File: config.mk
export PLATFORM = sky130hd
export DESIGN_NAME = sudoku_move_sequencer
export DESIGN_NICKNAME = d
export VERILOG_FILES = /design/src/rtl/sudoku_pkg.sv /design/src/rtl/sudoku_move_fifo.sv /design/src/rtl/sudoku_move_sequencer.sv
export SDC_FILE = /design/constraint.sdc
export NUM_CORES = 1
export LEC_CHECK = 0
export ABC_CLOCK_PERIOD_IN_PS = 3300
export CORE_MARGIN = 3
export CORE_UTILIZATION = 40
export DETAILED_ROUTE_END_ITERATION = 10
export PLACE_DENSITY = 0.69
export SLEW_MARGIN = 40
export SYNTH_ARGS = -nofsm -noshare
export SYNTH_HDL_FRONTEND = slang
export SYNTH_HIERARCHICAL = 1
export SYNTH_SLANG_ARGS = --single-unit
File: constraint.sdc
create_clock -name in_clk -period 3.3 [get_ports in_clk]
set_input_delay 0.33 -clock in_clk [delete_from_list [all_inputs] [get_ports in_clk]]
set_output_delay 0.33 -clock in_clk [all_outputs]
set_load 0.005 [all_outputs]
File: src/rtl/sudoku_pkg.sv
// Shared types for the sudoku move front-end: sequencer state, gap return code, move layout.
package sudoku_pkg;

   localparam int MOVE_W = 6;

   typedef enum logic [3:0] {
      ST_IDLE = 4'd0,
      ST_NEWG = 4'd1,
      ST_DIFF = 4'd2,
      ST_PLAY = 4'd3,
      ST_ROW  = 4'd4,
      ST_COL  = 4'd5,
      ST_VAL  = 4'd6,
      ST_GAP  = 4'd7,
      ST_DONE = 4'd8
   } state_t;

   typedef enum logic [1:0] {
      RET_DIFF = 2'd0,
      RET_COL  = 2'd1,
      RET_VAL  = 2'd2,
      RET_PLAY = 2'd3
   } ret_t;

   typedef struct packed {
      logic [1:0] row;
      logic [1:0] col;
      logic [1:0] val;
   } move_t;

   function automatic state_t ret_target(input ret_t r);
      case (r)
         RET_DIFF: return ST_DIFF;
         RET_COL:  return ST_COL;
         RET_VAL:  return ST_VAL;
         default:  return ST_PLAY;
      endcase
   endfunction

endpackage

File: src/rtl/sudoku_move_fifo.sv
// Small synchronous FIFO for buffered moves: flush, occupancy count, full/empty flags.
module sudoku_move_fifo
   import sudoku_pkg::*;
#(
   parameter int DEPTH = 4
) (
   input  logic                      clk,
   input  logic                      rst_n,
   input  logic                      flush,
   input  logic                      push,
   input  logic                      pop,
   input  logic [MOVE_W-1:0]         wdata,
   output logic [MOVE_W-1:0]         rdata,
   output logic [$clog2(DEPTH):0]    count,
   output logic                      full,
   output logic                      empty
);

   localparam int AW = $clog2(DEPTH);

   logic [MOVE_W-1:0] mem [DEPTH];
   logic [AW-1:0]     wr_ptr;
   logic [AW-1:0]     rd_ptr;
   logic              do_push;
   logic              do_pop;

   assign full    = (count == (AW+1)'(DEPTH));
   assign empty   = (count == '0);
   assign do_push = push && !full;
   assign do_pop  = pop && !empty;
   assign rdata   = mem[rd_ptr];

   // NOTE: storage is deliberately left out of reset; count and pointers alone define validity.
   always_ff @(posedge clk) begin
      if (do_push && !flush) mem[wr_ptr] <= wdata;
   end

   always_ff @(posedge clk or negedge rst_n) begin
      if (!rst_n) begin
         wr_ptr <= '0;
         rd_ptr <= '0;
         count  <= '0;
      end else if (flush) begin
         wr_ptr <= '0;
         rd_ptr <= '0;
         count  <= '0;
      end else begin
         if (do_push) wr_ptr <= wr_ptr + 1'b1;
         if (do_pop)  rd_ptr <= rd_ptr + 1'b1;
         case ({do_push, do_pop})
            2'b10:   count <= count + 1'b1;
            2'b01:   count <= count - 1'b1;
            default: count <= count;
         endcase
      end
   end

endmodule

File: src/rtl/sudoku_move_sequencer.sv
// Serialises buffered (row,col,val) moves into the game core's enter/diff_cell_val beats,
// with new-game and difficulty setup, abort on new-game request and halt once solved.
module sudoku_move_sequencer
   import sudoku_pkg::*;
#(
   parameter int FIFO_DEPTH = 4,
   parameter int GAP_CYCLES = 1
) (
   input  logic                          in_clk,
   input  logic                          in_rst_n,
   input  logic                          in_game_req,
   input  logic [1:0]                    in_diff,
   input  logic                          in_move_valid,
   output logic                          out_move_ready,
   input  logic [1:0]                    in_move_row,
   input  logic [1:0]                    in_move_col,
   input  logic [1:0]                    in_move_val,
   input  logic                          in_solved,
   output logic                          out_new_game,
   output logic                          out_enter,
   output logic [1:0]                    out_diff_cell_val,
   output logic                          out_busy,
   output logic [$clog2(FIFO_DEPTH):0]   out_fifo_count
);

   localparam int GAP_W = (GAP_CYCLES > 1) ? $clog2(GAP_CYCLES) : 1;

   state_t           state;
   state_t           next_state;
   ret_t             ret;
   logic [GAP_W-1:0] gap_cnt;
   logic [1:0]       diff_q;
   logic             armed;
   move_t            cur;
   move_t            head;
   move_t            in_move;
   logic             fifo_push;
   logic             fifo_pop;
   logic             fifo_flush;
   logic             fifo_full;
   logic             fifo_empty;

   assign in_move = '{row: in_move_row, col: in_move_col, val: in_move_val};

   sudoku_move_fifo #(.DEPTH(FIFO_DEPTH)) u_fifo (
      .clk   (in_clk),
      .rst_n (in_rst_n),
      .flush (fifo_flush),
      .push  (fifo_push),
      .pop   (fifo_pop),
      .wdata (in_move),
      .rdata (head),
      .count (out_fifo_count),
      .full  (fifo_full),
      .empty (fifo_empty)
   );

   // NOTE: sequential state uses non-blocking assignments so every register samples pre-edge values.
   always_ff @(posedge in_clk or negedge in_rst_n) begin
      if (!in_rst_n) state <= ST_IDLE;
      else           state <= next_state;
   end

   // NOTE: every combinational output gets a default first, so no path can infer a latch.
   always_comb begin
      next_state = state;
      if (in_game_req) begin
         next_state = ST_NEWG;
      end else begin
         case (state)
            ST_NEWG, ST_DIFF,
            ST_ROW, ST_COL, ST_VAL: next_state = ST_GAP;
            ST_PLAY: begin
               if (in_solved)        next_state = ST_DONE;
               else if (!fifo_empty) next_state = ST_ROW;
            end
            ST_GAP:  if (gap_cnt == '0) next_state = ret_target(ret);
            default: next_state = state;
         endcase
      end
   end

   always_comb begin
      out_new_game   = (state == ST_NEWG);
      out_enter      = (state inside {ST_DIFF, ST_ROW, ST_COL, ST_VAL});
      out_busy       = !(state == ST_IDLE || (state == ST_PLAY && fifo_empty));
      out_move_ready = !in_game_req && !fifo_full &&
                       ((state inside {ST_PLAY, ST_ROW, ST_COL, ST_VAL}) ||
                        (state == ST_GAP && armed));
      fifo_push      = in_move_valid && out_move_ready;
      fifo_pop       = (state == ST_PLAY) && !in_game_req && !in_solved && !fifo_empty;
      fifo_flush     = in_game_req || (state == ST_PLAY && in_solved);
   end

   // Gap timing, return target and the "move phase reached" flag that gates GAP acceptance.
   always_ff @(posedge in_clk or negedge in_rst_n) begin
      if (!in_rst_n) begin
         gap_cnt <= '0;
         ret     <= RET_DIFF;
         armed   <= 1'b0;
         diff_q  <= '0;
         cur     <= '0;
      end else begin
         if (state != ST_GAP)    gap_cnt <= GAP_W'(GAP_CYCLES - 1);
         else if (gap_cnt != '0) gap_cnt <= gap_cnt - 1'b1;
         case (state)
            ST_NEWG: ret <= RET_DIFF;
            ST_DIFF: ret <= RET_PLAY;
            ST_ROW:  ret <= RET_COL;
            ST_COL:  ret <= RET_VAL;
            ST_VAL:  ret <= RET_PLAY;
            default: ret <= ret;
         endcase
         if (next_state == ST_NEWG)  armed <= 1'b0;
         else if (state == ST_PLAY)  armed <= 1'b1;
         if (in_game_req) diff_q <= in_diff;
         if (state == ST_PLAY && next_state == ST_ROW) cur <= head;
      end
   end

   // Payload is loaded on entry to each beat so it is valid with enter and held through GAP.
   always_ff @(posedge in_clk or negedge in_rst_n) begin
      if (!in_rst_n) begin
         out_diff_cell_val <= '0;
      end else begin
         case (next_state)
            ST_IDLE, ST_NEWG: out_diff_cell_val <= '0;
            ST_DIFF:          out_diff_cell_val <= diff_q;
            ST_ROW:           out_diff_cell_val <= head.row;
            ST_COL:           out_diff_cell_val <= cur.col;
            ST_VAL:           out_diff_cell_val <= cur.val;
            default:          out_diff_cell_val <= out_diff_cell_val;
         endcase
      end
   end

endmodule

* After elaboration in Yosys (flattened, before gate mapping)
Memories as Yosys holds them, arrays and structs flattened.
Cells that the tools add are included.
** Word-level totals
- Memories :: 1
- Input port bits :: 13
- Output and inout bits :: 9
- Bits in writable memories :: 24
- Register bits after elaboration :: 23
** Cells by class
- $add $sub $neg :: 5
- Reduce and logical (&&, ||, !) cells :: 37
- Equality and inequality tests :: 18
- Muxes and demuxes :: 20
** Memories
- u_fifo.mem :: words 4, width 6, rd ports 1, clocked after Yosys merged registers in 0, write ports 1, RTL line sudoku_move_fifo.sv:21 : logic [MOVE_W-1:0] mem [DEPTH];
** Operators with widths (count)
- $eq A4 B3 Y1 const B :: 7
- $mux W4 :: 4
- $logic_and A1 B1 Y1 :: 13
- $eq A4 B2 Y1 const B :: 3
- $pmux W4 S3 :: 1
- $reduce_bool A4 Y1 :: 3
- $pmux W2 S5 :: 1
- $pmux W3 S3 :: 1
- $eq A4 B1 Y1 const B :: 2
- $logic_not A4 Y1 :: 2
- $mux W2 :: 4
- $pmux W2 S4 :: 1
- $logic_not A1 Y1 :: 6
- $mux W1 :: 6
- $pmux W3 S2 :: 1
- $reduce_bool A2 Y1 :: 3
- $reduce_bool A5 Y1 :: 1
- $reduce_or A5 Y1 :: 1
- $add A2 B1 Y2 const B :: 2
- $eq A2 B1 Y1 const B :: 2
- $eq A2 B2 Y1 const B :: 2
- $ne A4 B3 Y1 const B :: 1
- $reduce_or A2 Y1 :: 2
- $add A3 B1 Y3 const B :: 1
- other kinds (8) :: 10

* Logic depth before layout (Yosys ltp)
- Depth after elaboration :: 9
- Depth in mapped cells :: 13
- Mapped depth without buffers :: 11

* Cells and area by module
Netlist, hierarchy kept.
** Modules (own cells, without submodules)
- sudoku_move_fifo :: area an instance 1481.4 µm², times used 1, sequential area each 895.9 µm², cells each 99
- sudoku_move_sequencer :: area an instance 1006.0 µm², times used 1, sequential area each 375.4 µm², cells each 110

* Worst setup path before layout
Ideal clock, no wire load.
- Path kind :: flip-flop to flip-flop
- From :: register u_fifo.count[0]
- To :: register u_fifo.count[1]
- Required time :: 3.166 ns
- Stages on the path, launching flop included :: 14
- Arrival :: 2.627 ns
- Period minus slack after synthesis :: 2.761 ns
- Slack :: 0.539 ns
- Cells stage by stage :: dfrtp_1 buf_4 or2_2 nor2_1 nor3_1 nand3_1 inv_2 buf_4 o31ai_2 a21oi_1 fa_1 or2_2 a21oi_1 a2111oi_2
** On the way
- Elaborated cells between the ends (all ways) :: 17
- Classes of those cells :: add/sub: 2; eq/ne: 3; mux: 2; reduce/logical: 10
** RTL lines
- start, declared :: RTL line sudoku_move_fifo.sv:14 : output logic [$clog2(DEPTH):0] count,
- start signal, assigned :: RTL line sudoku_move_fifo.sv:51 : 2'b10: count <= count + 1'b1;
- start signal, assigned :: RTL line sudoku_move_fifo.sv:52 : 2'b01: count <= count - 1'b1;
- start signal, assigned :: RTL line sudoku_move_fifo.sv:53 : default: count <= count;
- $logic_not A3 Y1 (*) :: RTL line sudoku_move_fifo.sv:28 : assign empty = (count == '0);
- named net fifo_empty :: RTL line sudoku_move_sequencer.sv:41 : logic fifo_empty;
- $logic_not A1 Y1 (*) :: RTL line sudoku_move_sequencer.sv:91 : fifo_pop = (state == ST_PLAY) && !in_game_req && !in_solved && !fifo_empty;
- $logic_and A1 B1 Y1 (*) :: RTL line sudoku_move_sequencer.sv:91
- named net fifo_pop :: RTL line sudoku_move_sequencer.sv:38 : logic fifo_pop;
- $logic_and A1 B1 Y1 (*) :: RTL line sudoku_move_fifo.sv:30 : assign do_pop = pop && !empty;
- $eq A2 B1 Y1 / $eq A2 B2 Y1 (equally long branches) :: RTL line sudoku_move_fifo.sv:50 : case ({do_push, do_pop})
- $pmux W3 S2 :: RTL line sudoku_move_fifo.sv:50
- $mux W3 :: RTL line sudoku_move_fifo.sv:43 : end else if (flush) begin
Mark *: on every way through the listed nets, which the timed path passes. The rest lies on a longest branch.
A chain may end at the register's enable or synchronous reset.

* Final worst setup path
- From :: register state[2]
- To :: register u_fifo.count[1]
** On the way
- Elaborated cells between the ends (all ways) :: 22
- Classes of those cells :: eq/ne: 7; mux: 2; reduce/logical: 13
** RTL lines
- start, declared :: RTL line sudoku_move_sequencer.sv:28 : state_t state;
- start signal, assigned :: RTL line sudoku_move_sequencer.sv:61 : else state <= next_state;
- $eq A4 B2 Y1 (*) :: RTL line sudoku_move_sequencer.sv:91
- $logic_and A1 B1 Y1 (*) (3 in a row) :: RTL line sudoku_move_sequencer.sv:91
- named net fifo_pop :: RTL line sudoku_move_sequencer.sv:38
- $logic_and A1 B1 Y1 (*) :: RTL line sudoku_move_fifo.sv:30
- $eq A2 B1 Y1 / $eq A2 B2 Y1 (equally long branches) :: RTL line sudoku_move_fifo.sv:50
- $pmux W3 S2 :: RTL line sudoku_move_fifo.sv:50
- $mux W3 :: RTL line sudoku_move_fifo.sv:43
Marks and branches as above.

==> impl_metrics.tcl <==
set metrics [dict create \
    leakage_nw 1.12 \
    avgSynthCellArea_um2 11.9 \
    grt_max_degree 23 \
    core_um2 5960 \
    globalRoute.totalOverflow 0 \
    grt_pass1_vias 1598 \
    p_per_area_nw_per_um2 527 \
    worstPathArrival_ps 3070 \
    status "finished clean" \
    syn_nets 230 \
    grtUsageMet2_pct 22.9 \
    grt_pass1_wl_mm 7.77 \
    slew_headroom_pct 65.5 \
    path_class "reg -> reg" \
    final_common_cell "edfxtp_1" \
    dp_hpwl_mm 3.35 \
    drive_gt1_share_pct 16.4 \
    synth_seq_cells 46 \
    cts_tree "yes" \
    dr.pass1.iters 4 \
    grt_antenna_before_repair 0 \
    vias 1652 \
    dieHeight_um 84.9 \
    tns_ps 0 \
    hold_violations 0 \
    drtIter0Drc 62 \
    insertion_delay_ps 300 \
    wl_per_cell_um 15.1 \
    max_freq_mhz 345 \
    grt.total_usage_pct 13.6 \
    synth.lib_cells_used.distinct 59 \
    rsz0062_at_grt "no" \
    ys.flop_type "edfxtp_1" \
    finalMaxSlewViolations 0 \
    totalWireLength_mm 4.63 \
    final_cell_mix "edfxtp_1, dfrtp_1, clkdlybuf4s50_1" \
    finalClockSkew_ps 6.98 \
    cts_made_buffers 5 \
    fin_crit_ps 2890 \
    clkTransAtPathRegs_ps 90 \
    rrSetupSlack_ps 410 \
    clockBufferDepth 2 \
    synth_edf_count 24 \
    clkSinkCount 46 \
    final_cells 307 \
    clockRootBuffer "clkbuf_8" \
    pin_count 22 \
    grtUsageMet3_pct 3.30 \
    crit_fanout 15 \
    max-cap-violations 0 \
    grt_util_met1_pct 17.3 \
    initial_core_util_pct 41.8 \
    drtAntennaViolNets 0 \
    avgViaCountPerCell 5.38 \
    cp-end-kind "register" \
    numPortBuffers 21 \
    area_growth_pct 14.5 \
    setup_viol 0 \
    fin_area_um2 2850 \
    route.detailed.drc 0 \
    cts_resized 0 \
    final.period_utilization_pct 87.7 \
    synth-async-reset-ratio_pct 47.8 \
    power_switching_w 0.000475 \
    p_seq_share_pct 48.4 \
    intPower_w 0.00103 \
    cp.required_ps 3480 \
    placed_cell_area_um2 2750 \
    fp.dieArea_um2 7200 \
    rows 28 \
    utilization_pct 47.8 \
    combPwrFrac_pct 29.0 \
    yosys_warnings 6 \
    tightest_slew_ps 517 \
    gp_congestion 0.827 \
    p_clk_share_pct 22.6 \
    hold_path_class "reg -> reg" \
    swShare_pct 31.6 \
    grt_most_used_layer "met2" \
    peakVddDrop_v 0.000282 \
    syn_area_um2 2490 \
    n_antenna_cell 0 \
    htreeDepth 2 \
    dp_cells 298 \
    nets 252 \
    start_kind "register" \
    die_w_um 84.9 \
    synth.yosys.seq_area_share_pct 51.1 \
    syn_inst 209 \
]
==> path summary, 6_finish.rpt <==
| check | from | endpoint | cells past startpoint |
|---|---|---|---|
| setup reg to reg | state[2]$_DFF_PN0_ | u_fifo/count[1]$_DFFE_PN0P_ | 9 |
| hold / removal | cur[1]$_DFFE_PN0P_ | cur[1]$_DFFE_PN0P_ | 2 |
| max in group asynchronous | in_rst_n | ret[0]$_DFFE_PN0P_ | 2 |
| setup / recovery | state[2]$_DFF_PN0_ | u_fifo/count[1]$_DFFE_PN0P_ | 9 |
| hold reg to reg | cur[1]$_DFFE_PN0P_ | cur[1]$_DFFE_PN0P_ | 2 |
| min in group asynchronous | in_rst_n | diff_q[0]$_DFFE_PN0P_ | 2 |
==> flip-flops by register name, summed over array words and instances, names as in the netlist <==
register / flops
u_fifo/wr_ptr: 2
cur: 4
u_fifo/rd_ptr: 2
u_fifo/count: 3
state: 4
u_fifo/mem: 24
diff_q: 2
out_diff_cell_val: 2
ret: 2
armed: 1
==> what timing repair did <==
item / CTS / global route
hold buffers: 1 / 0
setup buffers: 0 / 0
hold endpoints to repair: 11 / 0
==> area by class of cell <==
type                    instances  area, um^2
repair buffers                 27         253
well taps                      75        93.8
clock buffers                   5        68.8
fillers                       568        3110
inverters                      12        45.0
multi-input cells             139        1100
flip-flops and latches         46        1270
clock inverters                 3        18.8
==> worst max-delay path: stages, from the launching register on <==
cell	delay, ps
dfrtp_1	570
nor2_1	380
nand3_1	260
inv_2	270
o31ai_2	120
a21oi_1	170
fa_1	450
or2_2	300
a21oi_1	160
a2111oi_2	70
==> per-layer routing <==
layer  part of all wire (%)  vias up  wire (um)
met5                      0        -          0
met4                    1.1        0         53
met3                    3.6        6        168
met2                     50       28       2330
met1                     45      812       2080
li1                       -      806          -
==> cells in the mapped netlist, drive strengths merged, types with 4 or more instances <==
library cell  instances  area share [%]
dfrtp                22              22
buf                  10             2.7
nor3b                 4             2.1
edfxtp               24              29
inv                  12             1.8
nor2b                 4             1.1
nor2                 11             1.7
nor3                  4            0.80
o21ai                10             2.0
mux2                  4             2.0
nand2                15             2.3
mux4                  6             5.4
nand3                 8             1.6
ha                    7             3.5
a21oi                14             2.8
and2                  9             2.3
==> stage by stage <==
stage	total power, W	hold WS (ps)	worst slack (ps)
after floorplan	0.00103	34.4	539
after global placement	0.00117	477	402
after detailed placement	0.00118	333	293
after CTS	0.00152	496	411
after global routing	0.00160	527	206
final	0.00150	486	406
==> power by group through the flow <==
stage / combinational, W / sequential, W / clock [W]
2_1_floorplan: 0.000329 / 0.000706 / 0
3_3_place_gp: 0.000431 / 0.000738 / 0
3_5_place_dp: 0.000435 / 0.000740 / 0
4_1_cts: 0.000439 / 0.000728 / 0.000351
5_1_grt: 0.000484 / 0.000739 / 0.000376
6_report: 0.000435 / 0.000727 / 0.000339
==> cell families (layout without fill, tap and decap cells) <==
kind of cell             Yosys count  count (layout)  share of synthesized area (%)
buffers and inverters             24              47                           4.78
adder cells (fa/ha/maj)            8               8                           4.33
AND/OR/NAND/NOR                   70              70                           16.7
multiplexers                      10              10                           7.39
flip-flops                        46              46                           51.1
XOR/XNOR                           3               3                           1.06
AO/OA/AOI/OAI                     48              48                           14.6
(Power assumes the default switching activity.)
